**src/rtl/csa_pkg.sv**
```systemverilog
// Shared definitions for the carry-save datapath blocks: FSM state encoding
// and the chunk-count / index-width helpers used to size the resolver.
package csa_pkg;

    typedef enum logic [1:0] {
        ST_IDLE = 2'd0,
        ST_BUSY = 2'd1,
        ST_DONE = 2'd2
    } csa_state_e;

    function automatic int csa_nchunk(input int width, input int chunk);
        return width / chunk;
    endfunction

    // A single-chunk resolver still needs a one-bit index register.
    function automatic int csa_idx_w(input int nchunk);
        return (nchunk <= 1) ? 1 : $clog2(nchunk);
    endfunction

endpackage

```
**src/rtl/csa_chunk_adder.sv**
```systemverilog
// Combinational CHUNK-bit ripple adder built from full-adder cells; the
// resolver feeds it one slice of the redundant operand per cycle.
module csa_chunk_adder #(
    parameter int CHUNK = 2
) (
    input  logic [CHUNK-1:0] a,
    input  logic [CHUNK-1:0] b,
    input  logic             cin,
    output logic [CHUNK-1:0] sum,
    output logic             cout
);

    logic [CHUNK:0] c;

    assign c[0] = cin;

    for (genvar gi = 0; gi < CHUNK; gi++) begin : g_fa
        assign sum[gi]  = a[gi] ^ b[gi] ^ c[gi];
        assign c[gi+1]  = (a[gi] & b[gi]) | (c[gi] & (a[gi] ^ b[gi]));
    end

    assign cout = c[CHUNK];

endmodule

```
**src/rtl/csa_resolver.sv**
```systemverilog
// Carry-propagate back end: resolves a sum/carry pair to binary, CHUNK bits
// per cycle, with valid/ready handshakes on input and output.
module csa_resolver
    import csa_pkg::*;
#(
    parameter int WIDTH = 8,
    parameter int CHUNK = 2
) (
    input  logic             clk,
    input  logic             rst,
    input  logic             in_valid,
    output logic             in_ready,
    input  logic [WIDTH-1:0] in_sum,
    input  logic [WIDTH-1:0] in_carry,
    output logic             out_valid,
    input  logic             out_ready,
    output logic [WIDTH-1:0] out_value,
    output logic             out_cout
);

    localparam int NCHUNK = csa_nchunk(WIDTH, CHUNK);
    localparam int IDX_W  = csa_idx_w(NCHUNK);
    localparam logic [IDX_W-1:0] LAST_IDX = IDX_W'(NCHUNK - 1);

    // Handshake: a transfer happens on a rising edge where valid && ready.
    // in_ready depends only on state and out_ready, so a producer may wait
    // for it before raising in_valid without creating a loop.

    csa_state_e       state_q, state_d;
    logic [IDX_W-1:0] idx_q,   idx_d;
    logic             carry_q, carry_d;
    logic [WIDTH-1:0] sum_q,   sum_d;
    logic [WIDTH-1:0] cry_q,   cry_d;
    logic [WIDTH-1:0] value_q, value_d;
    logic             cout_q,  cout_d;

    logic             in_fire;
    logic             last_chunk;
    int unsigned      base;
    logic [CHUNK-1:0] chunk_a;
    logic [CHUNK-1:0] chunk_b;
    logic [CHUNK-1:0] chunk_sum;
    logic             chunk_cout;

    assign in_ready   = (state_q == ST_IDLE) || ((state_q == ST_DONE) && out_ready);
    assign in_fire    = in_valid && in_ready;
    assign last_chunk = (idx_q == LAST_IDX);
    assign out_valid  = (state_q == ST_DONE);
    assign out_value  = value_q;
    assign out_cout   = cout_q;

    always_comb begin
        base    = int'(idx_q) * CHUNK;
        chunk_a = sum_q[base +: CHUNK];
        chunk_b = cry_q[base +: CHUNK];
    end

    csa_chunk_adder #(
        .CHUNK (CHUNK)
    ) u_chunk_adder (
        .a    (chunk_a),
        .b    (chunk_b),
        .cin  (carry_q),
        .sum  (chunk_sum),
        .cout (chunk_cout)
    );

    always_comb begin
        state_d = state_q;
        idx_d   = idx_q;
        carry_d = carry_q;
        sum_d   = sum_q;
        cry_d   = cry_q;
        value_d = value_q;
        cout_d  = cout_q;

        case (state_q)
            ST_BUSY: begin
                value_d[base +: CHUNK] = chunk_sum;
                carry_d                = chunk_cout;
                idx_d                  = idx_q + 1'b1;
                if (last_chunk) begin
                    cout_d  = chunk_cout;
                    idx_d   = '0;
                    state_d = ST_DONE;
                end
            end
            ST_DONE: begin
                if (out_ready && !in_valid) begin
                    state_d = ST_IDLE;
                end
            end
            ST_IDLE: begin
                state_d = ST_IDLE;
            end
            default: begin
                state_d = ST_IDLE;
            end
        endcase

        // Accept overrides the DONE->IDLE path so results can stream back to back.
        if (in_fire) begin
            sum_d   = in_sum;
            cry_d   = in_carry;
            carry_d = 1'b0;
            idx_d   = '0;
            cout_d  = 1'b0;
            state_d = ST_BUSY;
        end
    end

    always_ff @(posedge clk or posedge rst) begin
        if (rst) begin
            state_q <= ST_IDLE;
            idx_q   <= '0;
            carry_q <= 1'b0;
            sum_q   <= '0;
            cry_q   <= '0;
            value_q <= '0;
            cout_q  <= 1'b0;
        end else begin
            state_q <= state_d;
            idx_q   <= idx_d;
            carry_q <= carry_d;
            sum_q   <= sum_d;
            cry_q   <= cry_d;
            value_q <= value_d;
            cout_q  <= cout_d;
        end
    end

endmodule

```
**config.mk**
```make
export PLATFORM = sky130hd
export DESIGN_NAME = csa_resolver
export DESIGN_NICKNAME = d
export VERILOG_FILES = /design/src/rtl/csa_pkg.sv /design/src/rtl/csa_chunk_adder.sv /design/src/rtl/csa_resolver.sv
export SDC_FILE = /design/constraint.sdc
export NUM_CORES = 1
export LEC_CHECK = 0
export BUFFER_PORTS_ARGS = -buffer_cell sky130_fd_sc_hd__buf_2
export CORE_UTILIZATION = 40
export DETAILED_ROUTE_END_ITERATION = 12
export PLACE_DENSITY = 0.59
export SYNTH_ARGS = -nofsm -noshare
export SYNTH_HDL_FRONTEND = slang
export SYNTH_SLANG_ARGS = --single-unit
```
**constraint.sdc**
```tcl
create_clock -name clk -period 4.5 [get_ports clk]
set_clock_uncertainty 0.05 [all_clocks]
set_input_delay 0.45 -clock clk [delete_from_list [all_inputs] [get_ports clk]]
set_output_delay 0.45 -clock clk [all_outputs]
set_load 0.01 [all_outputs]
```
# Yosys cells after proc, flatten, opt, wreduce, memory -nomap -nowiden
# Index checks and enable logic that the tools add are counted.
[word_totals]
out_inout_bits = 11
register_bits = 30
wordCells = 51
inputBits = 20
[classes]
n_eq_ne = 5
bitwise = 10
n_reduce_logical = 10
addsub = 2
shift = 4
muxes = 13
[ops]
columns = ["cell", "n"]
rows = [
  ["negator 3 -> 34 bit", 1],
  ["variable shift 2 x 34 -> 8 bit (first input constant)", 1],
  ["variable part select 2 x 34 -> 8 bit", 1],
  ["variable part select 8 x 4 -> 2 bit", 2],
  ["two-way mux 2 bit", 6],
  ["bitwise mux 8 bit", 1],
  ["two-way mux 1 bit", 5],
  ["AND 1 bit", 4],
  ["== test 2 bit (second input constant)", 2],
  ["one-hot mux 2 bit (2 select lines)", 1],
  ["AND reduction 2 bit", 2],
  ["nonzero test 2 bit", 2],
  ["XOR 1 bit", 4],
  ["logical AND 1 bit", 3],
  ["!= test 3 x 1 -> 1 bit (second input constant)", 1],
  ["!= test 3 bit (second input constant)", 1],
  ["adder 2 x 1 -> 2 bit (second input constant)", 1],
  ["== test 2 x 1 -> 1 bit (second input constant)", 1],
  ["zero test 2 bit", 1],
  ["bitwise OR 1 bit", 2],
  ["zero test 1 bit", 1],
  ["logical OR 1 bit", 1],
]

# Longest topological paths before layout
# Gate-level depths: netlist (run 1).
[logic_depth]
ltp_word = 9
ltp_mapped = 7
ltp_nobuf = 6

# Cells and area by module
# Synthesis (run 1) repeated with hierarchy kept, for this count alone.
[hier_totals]
hier_cells = 119
area_unflattened_um2 = 1506.4
[by_module_without_submodules]
columns = ["mod", "seq_area_each_um2", "cells_each", "area_per_inst_um2", "n_inst"]
rows = [
  ["csa_resolver", 750.7, 109, 1436.4, 1],
  ["csa_chunk_adder", 0.0, 10, 70.1, 1],
]

# Worst setup path after synthesis (run 1)
# No wires, ideal clock.
[synth_timing]
path_kind = "register -> register"
start = "reg idx_q[0]"
end = "reg value_q[1] (netlist: out_value[1])"
stages_incl_launch_ff = 7
synth_period_minus_slack_ns = 2.508
slack_ns = 1.992
t_arrival_ns = 2.347
n_path_buf = 1
setup_time_ns = 0.110
cell_sequence = "dfrtp_1 -> buf_2 -> mux4_2 -> fa_1 -> inv_1 -> fa_1 -> o41ai_1"
[synth_via]
elab_chain_len = 7
[synth_lines]
columns = ["item", "line_no", "rtl"]
rows = [
  ["from (decl)", "csa_resolver.sv:30", "logic [IDX_W-1:0] idx_q, idx_d;"],
  ["from (signal assigned)", "csa_resolver.sv:123", "idx_q <= idx_d;"],
  ["variable part select 8 x 4 -> 2 bit (on tied branches)", "csa_resolver.sv:54, csa_resolver.sv:55", ""],
  ["XOR 1 bit", "csa_chunk_adder.sv:18, csa_chunk_adder.sv:19", ""],
  ["AND 1 bit", "csa_chunk_adder.sv:19", "assign c[gi+1] = (a[gi] & b[gi]) | (c[gi] & (a[gi] ^ b[gi]));"],
  ["bitwise OR 1 bit", "csa_chunk_adder.sv:19", ""],
  ["XOR 1 bit", "csa_chunk_adder.sv:18", "assign sum[gi] = a[gi] ^ b[gi] ^ c[gi];"],
  ["variable part select 2 x 34 -> 8 bit", "csa_resolver.sv:79", "value_d[base +: CHUNK] = chunk_sum;"],
  ["bitwise mux 8 bit *", "csa_resolver.sv:79", ""],
  ["to (signal assigned)", "csa_resolver.sv:127", "value_q <= value_d;"],
  ["to (decl)", "csa_resolver.sv:34", "logic [WIDTH-1:0] value_q, value_d;"],
]
# Every way passes the cells marked *; elsewhere a longest branch is shown, timed or not.
# A chain may end at the register's enable or synchronous reset.

# Worst setup path after layout (run 1)
[layout_timing]
start = "reg idx_q[0]"
end = "reg value_q[3] (netlist: out_value[3])"
# The elaborated chain is that of the path after synthesis.

==> results of run 1 <==
-- per-layer routing --
metal  up-vias  track usage  part of all wire
met5         -            0                 0
met4         0       0.0767             0.012
met2        26        0.245              0.50
met3         4       0.0562             0.050
li1        468            -                 -
met1       470        0.184              0.44
-- placed cells by master, fill, tap and decap left out, drive strengths merged --
master / instances
a21oi: 2
a22o: 2
and2b: 2
buf: 30
clkbuf: 8
dfrtp: 30
fa: 2
ha: 6
inv: 10
mux2: 16
mux2i: 1
mux4: 4
nand2: 12
nand2b: 3
nand3b: 3
nor2: 2
nor2b: 1
nor4: 1
o21ai: 4
o22ai: 2
o31ai: 2
o41ai: 4
or2b: 1
or3: 1
-- worst max-delay path: stages (launching register included) --
cell                      delay [ps]
sky130_fd_sc_hd__dfrtp_1         620
sky130_fd_sc_hd__mux4_2          580
sky130_fd_sc_hd__fa_1            400
sky130_fd_sc_hd__inv_1            70
sky130_fd_sc_hd__fa_1            460
sky130_fd_sc_hd__o41ai_1         400
-- stage by stage --
stage	instances	util	power, mW
2_1_floorplan	114	-	0.951
3_3_place_gp	187	0.487	1.08
3_5_place_dp	187	0.487	1.09
4_1_cts	195	0.519	1.34
5_1_grt	195	0.519	1.45
6_report	195	0.519	1.32
-- logic make-up after synthesis --
| logic type | after synthesis | synth area share |
|---|---|---|
| compound gates | 16 | 0.0728 |
| buf+inv | 13 | 0.0447 |
| fa+ha+maj | 8 | 0.0762 |
| simple gates | 26 | 0.107 |
| mux | 21 | 0.203 |
| flops | 30 | 0.497 |
-- report_power, final --
| group | switching, mW | leakage, nW | internal (mW) |
|---|---|---|---|
| Sequential | 0.0949 | 0.374 | 0.387 |
| Clock | 0.0939 | 0.0575 | 0.154 |
| Combinational | 0.288 | 0.444 | 0.305 |
-- registers in the layout (all words and copies together), names as in the netlist --
register   flops
idx_q          2
cry_q          8
state_q        2
out_value      8
carry_q        1
out_cout       1
sum_q          8
-- worst paths after layout --
check | startpoint | to | slack [ps] | cells after the start
hold reg to reg | out_value[7] | out_value[7] | 420 | 2
max in group asynchronous | rst | out_cout | 3360 | 2
min in group asynchronous | rst | state_q[0] | 390 | 2
setup / recovery | idx_q[0] | out_value[3] | 1790 | 5
hold / removal | in_sum[0] | sum_q[0] | 350 | 2
setup reg to reg | idx_q[0] | out_value[3] | 1790 | 5
-- layout make-up --
type / instances / area share
flip-flops and latches: 30 / 0.417
well taps: 46 / 0.0320
inverters: 10 / 0.0209
repair buffers: 30 / 0.0834
clock buffers: 8 / 0.0612
multi-input cells: 71 / 0.385
==> out/results.txt, run 1 <==
The ratio of cells with drive above 1 in the final layout is 0.409, and the final HPWL from detailed placement is 1.94 mm. The logs give 142 for the post-synthesis net count and 352 ps for the worst hold slack. TritonCTS built the clock tree.

The post-synthesis sequential area ratio was 0.497. Count of unique library cells instantiated by Yosys: 28. The share of flip-flops with an asynchronous set or reset after synthesis was 1.00; the final hold violation count was 0. Of all cell types, the one taking the most synthesized area is sky130_fd_sc_hd__dfrtp_1. The post-cts gate resize count came out at 0. For this run, the detailed router's first-pass iteration total came to 4. Subtracting the final worst setup slack from the clock period gives 2710 ps.

Detailed routing inserted a total of 968 vias. The multi-input combinational cells in the finished layout cover a total of 693 um2. After floorplanning, the core was sized to cover 3470 um2.

For this run the aggregate overflow at the end of global routing stands at 0. The run gives 280 ps as the source-to-sink clock delay at the later pin of the worst-skew pair. The number of antenna violations at the first check in global routing came out at 0. The remaining antenna violation count came out at 0. The run gives 114 as the number of standard cells after synthesis. For the largest vdd supply drop, the log shows 0.286 mV. The initialized floorplan defines 21 standard-cell rows.

After filler insertion, the fill cell instance count of the layout stands at 334. Setup violations remaining at the end of the flow were counted as 0. The run gives 0 as the total of warnings raised by yosys. STA classifies the critical path startpoint as a register. At the pin with the least slew margin, the transition time is 1080 ps.

The repair_antennas step left the layout with diodes totalling 0. For the highest attainable clock frequency, the log shows 369 MHz. For this run, design rule violations remaining after detail routing come to 0. The synthesized area divided by synthesized cell count is 13.3 um2, and the fraction of post-synthesis cell area in the top cell type by area is 0.497. Along the worst path, the maximum fanout reaches 12. After clock tree synthesis, the flow added hold-fix buffers numbering 0. The arrival time at the worst endpoint came out at 2820 ps. The per-cell routed wire length was 13.1 um. In this run, CTS created clock tree buffers numbering 5. Port buffering added 30 buffers. The worst setup path is of the reg -> reg kind. The max-slew violation count was 0. For the post-CTS setup-driven buffer insertion count, the log shows 0.

The global-route usage over all layers is 0.154, and the y dimension of the die is 63.5 um. In this run, the number of DRC markers left after iteration 0 of detailed routing was 19. Measured along the x axis, the die boundary spans 63.5 um.

The tree is rooted in a sky130_fd_sc_hd__clkbuf_8. The final critical-path share of the clock period works out to 0.602. The worst hold path belongs to the class in -> reg.

Number of global-route vias before repair: 1004. STA classifies the critical path endpoint as a register. The run finished with clean final reports. The overall routed net length came out at 2.56 mm.

The finished layout cell area was 1800 um2. Routability-driven placement finished with a final weighted congestion of 0.772. The first global-routing pass estimated 4.62 mm of wire. The number of flops mapped to enable cells by yosys is 0, and the static power due to leakage is 0.875 nW. Entering global routing, the biggest net connects 31 pins.

For the deepest level of the CTS H-tree, the log shows 2. Max-cap violations in this run came to 0. The commonest cells after synthesis are sky130_fd_sc_hd__dfrtp_1 (30), sky130_fd_sc_hd__nand2_1 (12), sky130_fd_sc_hd__inv_1 (10).

The post-route worst setup slack is 1790 ps. The mapped netlist covers 1510 um2. Using the TritonRoute via totals, the vias-per-cell ratio works out to 4.96. Ranked by total cell area, the synthesized netlist is headed by sky130_fd_sc_hd__dfrtp_1 (50%), sky130_fd_sc_hd__mux2_4 (7.0%), sky130_fd_sc_hd__mux2_2 (6.7%). The initial core utilization was 0.436. The clock sink count came out at 30. The total power density per cell area is 735 nW/um2, and the die area is 4030 um2.

Post-placement cell area: 1690 um2. The tools report the net count of the finished layout as 176. Setup repair after global routing left no endpoint under its margin.

In the synthesized netlist the dominant register cell turns out to be sky130_fd_sc_hd__dfrtp_1. The final setup TNS was 0 ps. The run gives 0.281 as the relative max-transition margin.

The synthesis-to-finish area growth is 19.0%. In this run, synthesis produced a sequential element count of 30. The longest clock path from root to sink contains 2 buffers. The required time of the critical path is 4610 ps.

The I/O pin count is 31. sky130_fd_sc_hd__dfrtp_1 is the most common cell in the netlist. Combined flip-flop and latch cell area: 751 um2. The pre-CTS setup slack is 1780 ps. Clock-pin slew was measured on the worst setup and hold paths at 60 ps.
Power figures use the tool's default switching activity.
==> inputs of run 2 (changes only) <==
==> constraint.sdc (replaced) <==
create_clock -name clk -period 2.8 [get_ports clk]
set_clock_uncertainty 0.05 [all_clocks]
set_input_delay 0.28 -clock clk [delete_from_list [all_inputs] [get_ports clk]]
set_output_delay 0.28 -clock clk [all_outputs]
set_load 0.01 [all_outputs]
==> run 2 against run 1 <==
Hold slack got worse by 340 ps. Global-route usage increased by 0.056 points. Die area unchanged. Count of clock-buffer cells in the layout decreased by 2. Maximum frequency increased by 4.9%. Via count increased by 0.31%. Combinational power increased by 70%. Setup slack got worse by 1600 ps. Utilization increased by 0.72 points. Sequential share of layout area decreased by 0.57 points.
==> out/results.txt, run 2 (same netlist as run 1, synthesis figures left out) <==
Data on the critical path arrives at its endpoint at 2690 ps. The count of antenna diodes in the layout came out at 0. Post-cts gate resize count: 0. The run gives 0 as the max-slew violation count. The analysis attributes to net switching a power of 786 uW. The tightest hold path in the finished design has a slack of 7.73 ps. The final total power is 2.20 mW. The run gives 0 as the final hold violation count. TritonCTS built the clock tree.

STA classifies the critical path endpoint as a register. The floorplan core area is 3470 um2, and the highest attainable clock frequency is 387 MHz. The count of routing violations after the opening detailed-route iteration came out at 22. Setup repair after global routing left no endpoint under its margin. The post-CTS setup-driven buffer insertion count was 0; the delay contributed by the slowest stage of the critical path was 560 ps. The run gives 0.155 as the global-route usage over all layers.

The critical path goes through mux4_2 > fa_1 > inv_1 > fa_1 > o41ai_1. Once detail routing completed, the nets flagged for antenna violations numbered 0. The logs give 0 for the count of max-cap constraint violations and 0 for the total congestion overflow after global routing. The first-pass GRT wire length was 4.60 mm.

After detailed routing, the average wire length per cell comes to 13.2 um. Setup total negative slack on the finished layout was measured at 0 ps. For this run, the detailed router's first-pass iteration total came to 4. In this run the worst setup path begins at idx_q[0].

The worst-case clock buffer depth was 2; the number of antenna violations at the first check in global routing was 0. Final critical-path share of the clock period: 0.923. The library cells used most frequently in the layout, excluding fill and tap cells, are sky130_fd_sc_hd__dfrtp_1 (30), sky130_fd_sc_hd__buf_2 (30), sky130_fd_sc_hd__nand2_1 (12), sky130_fd_sc_hd__inv_1 (10), sky130_fd_sc_hd__mux2_2 (9). The relative max-transition margin was 0.749. The initial core utilization was 0.436; the number of global-route vias before repair was 986. Counting the fill cells in the layout gives 336. For this block, the via count after detailed routing is 971.

The static power due to leakage was 0.890 nW; the die area was 4030 um2. For the count of hold-fix buffers inserted at cts, the log shows 0. Across the VDD grid, the largest voltage drop is 0.477 mV. The routability congestion estimate from global placement was 0.794; the deepest level of the CTS H-tree was 2.

The logs give 1.41 mW for the internal cell power and 179 for the net count of the finished layout. The tree is rooted in a sky130_fd_sc_hd__clkbuf_8. Across all setup checks in the final design, the least slack found is 215 ps.

The tools report the beginning of the worst register-to-register path as idx_q[0]. The wire-length estimate of the detail-placed layout is 1.94 mm. The clock sink count came out at 30. For the post-layout instance count excluding filler cells, the log shows 197. The tools report the critical path startpoint category as a register.

The post-route core utilization was 0.526. STA puts the critical path data required time at 2910 ps. The logs give 0 for the number of remaining DRC errors and 190 for the count of placed standard cells including taps. The cell at the slowest stage of the critical path was sky130_fd_sc_hd__mux4_2. The logs give 0.460 for the proportion of power drawn by combinational gates and 1710 um2 for the post-placement cell area. The ratio of cells with drive above 1 in the final layout came out at 0.417. After clock tree synthesis, the clock-pin slew on the worst setup and hold paths is 60 ps. For the part of the total power dissipated in sequential elements, the log shows 0.340.

The shortest period the worst path allows works out to 2580 ps. Along the worst path, the maximum fanout reaches 5. The source-to-sink clock delay at the later pin of the worst-skew pair was 280 ps; the number of rows in the core area was 21. For this design the ratio of total power to cell area is 1210 nW/um2. The share of total power consumed by net switching came out at 0.357. The flow ran to the end, and the final reports show no timing, DRC or antenna violations. Setup violations remaining at the end of the flow were counted as 0. From bottom edge to top edge, the die measures 63.5 um. During I/O placement, the number of pins put on the boundary was 31.

The die outline width came out at 63.5 um. The type of the worst setup path was reg -> reg. Timing analysis after detailed placement gives a worst setup slack of 194 ps. The slew at the pin with the worst max-slew slack is 373 ps. The synthesis-to-finish area growth works out to 20.7%.

Summing all non-filler instances in the final layout gives an area of 1820 um2. The final layout contains routed wiring with a total length of 2.60 mm. The clock power share is 0.199. The path class of the tightest hold or removal check is in -> async.

Buffers inserted during clock tree synthesis total 5. The most common cell type on the critical path was sky130_fd_sc_hd__fa_1. The count of buffers added on input and output ports is 30. After detailed routing, the number of vias per cell comes to 4.93. Entering global routing, the biggest net connects 31 pins.
## run 2: path summary, 6_finish.rpt
check	endpoint	slack (ps)	cells past startpoint
setup reg to reg	out_value[3]	220	5
min in group clk	sum_q[3]	180	2
setup / recovery	out_value[3]	220	5
hold reg to reg	out_value[1]	420	2
max in group asynchronous	sum_q[0]	2420	3
hold / removal	out_value[5]	8	3
## run 2: per-layer routing
layer / global-route usage / up-vias / share of wire
li1: - / 470 / -
met5: 0 / - / 0
met2: 0.230 / 25 / 0.47
met3: 0.0580 / 5 / 0.055
met1: 0.197 / 471 / 0.45
met4: 0.0767 / 0 / 0.020
## run 2: cell type report
class / count / area, um2 / share of cell area
clock buffer: 6 / 82.6 / 0.0453
clock inverter: 1 / 30.0 / 0.0165
inverter: 10 / 37.5 / 0.0206
sequential: 30 / 751 / 0.412
timing repair buffer: 33 / 173 / 0.0947
tap: 46 / 57.6 / 0.0316
multi-input combinational: 71 / 693 / 0.380
## run 2: power by group through the flow
stage | registers, mW | clock network (mW) | logic (mW)
floorplan | 0.727 | 0 | 0.802
global placement | 0.758 | 0 | 0.998
detailed placement | 0.758 | 0 | 1.02
CTS | 0.752 | 0.453 | 1.03
global route | 0.781 | 0.473 | 1.13
finish | 0.749 | 0.438 | 1.01
## run 2: critical path, delay by kind of cell, from the launching register on
family / cells / cell delay (ps)
flops: 1 / 490
compound gates: 1 / 420
buf+inv: 1 / 70
mux: 1 / 560
fa+ha+maj: 2 / 880
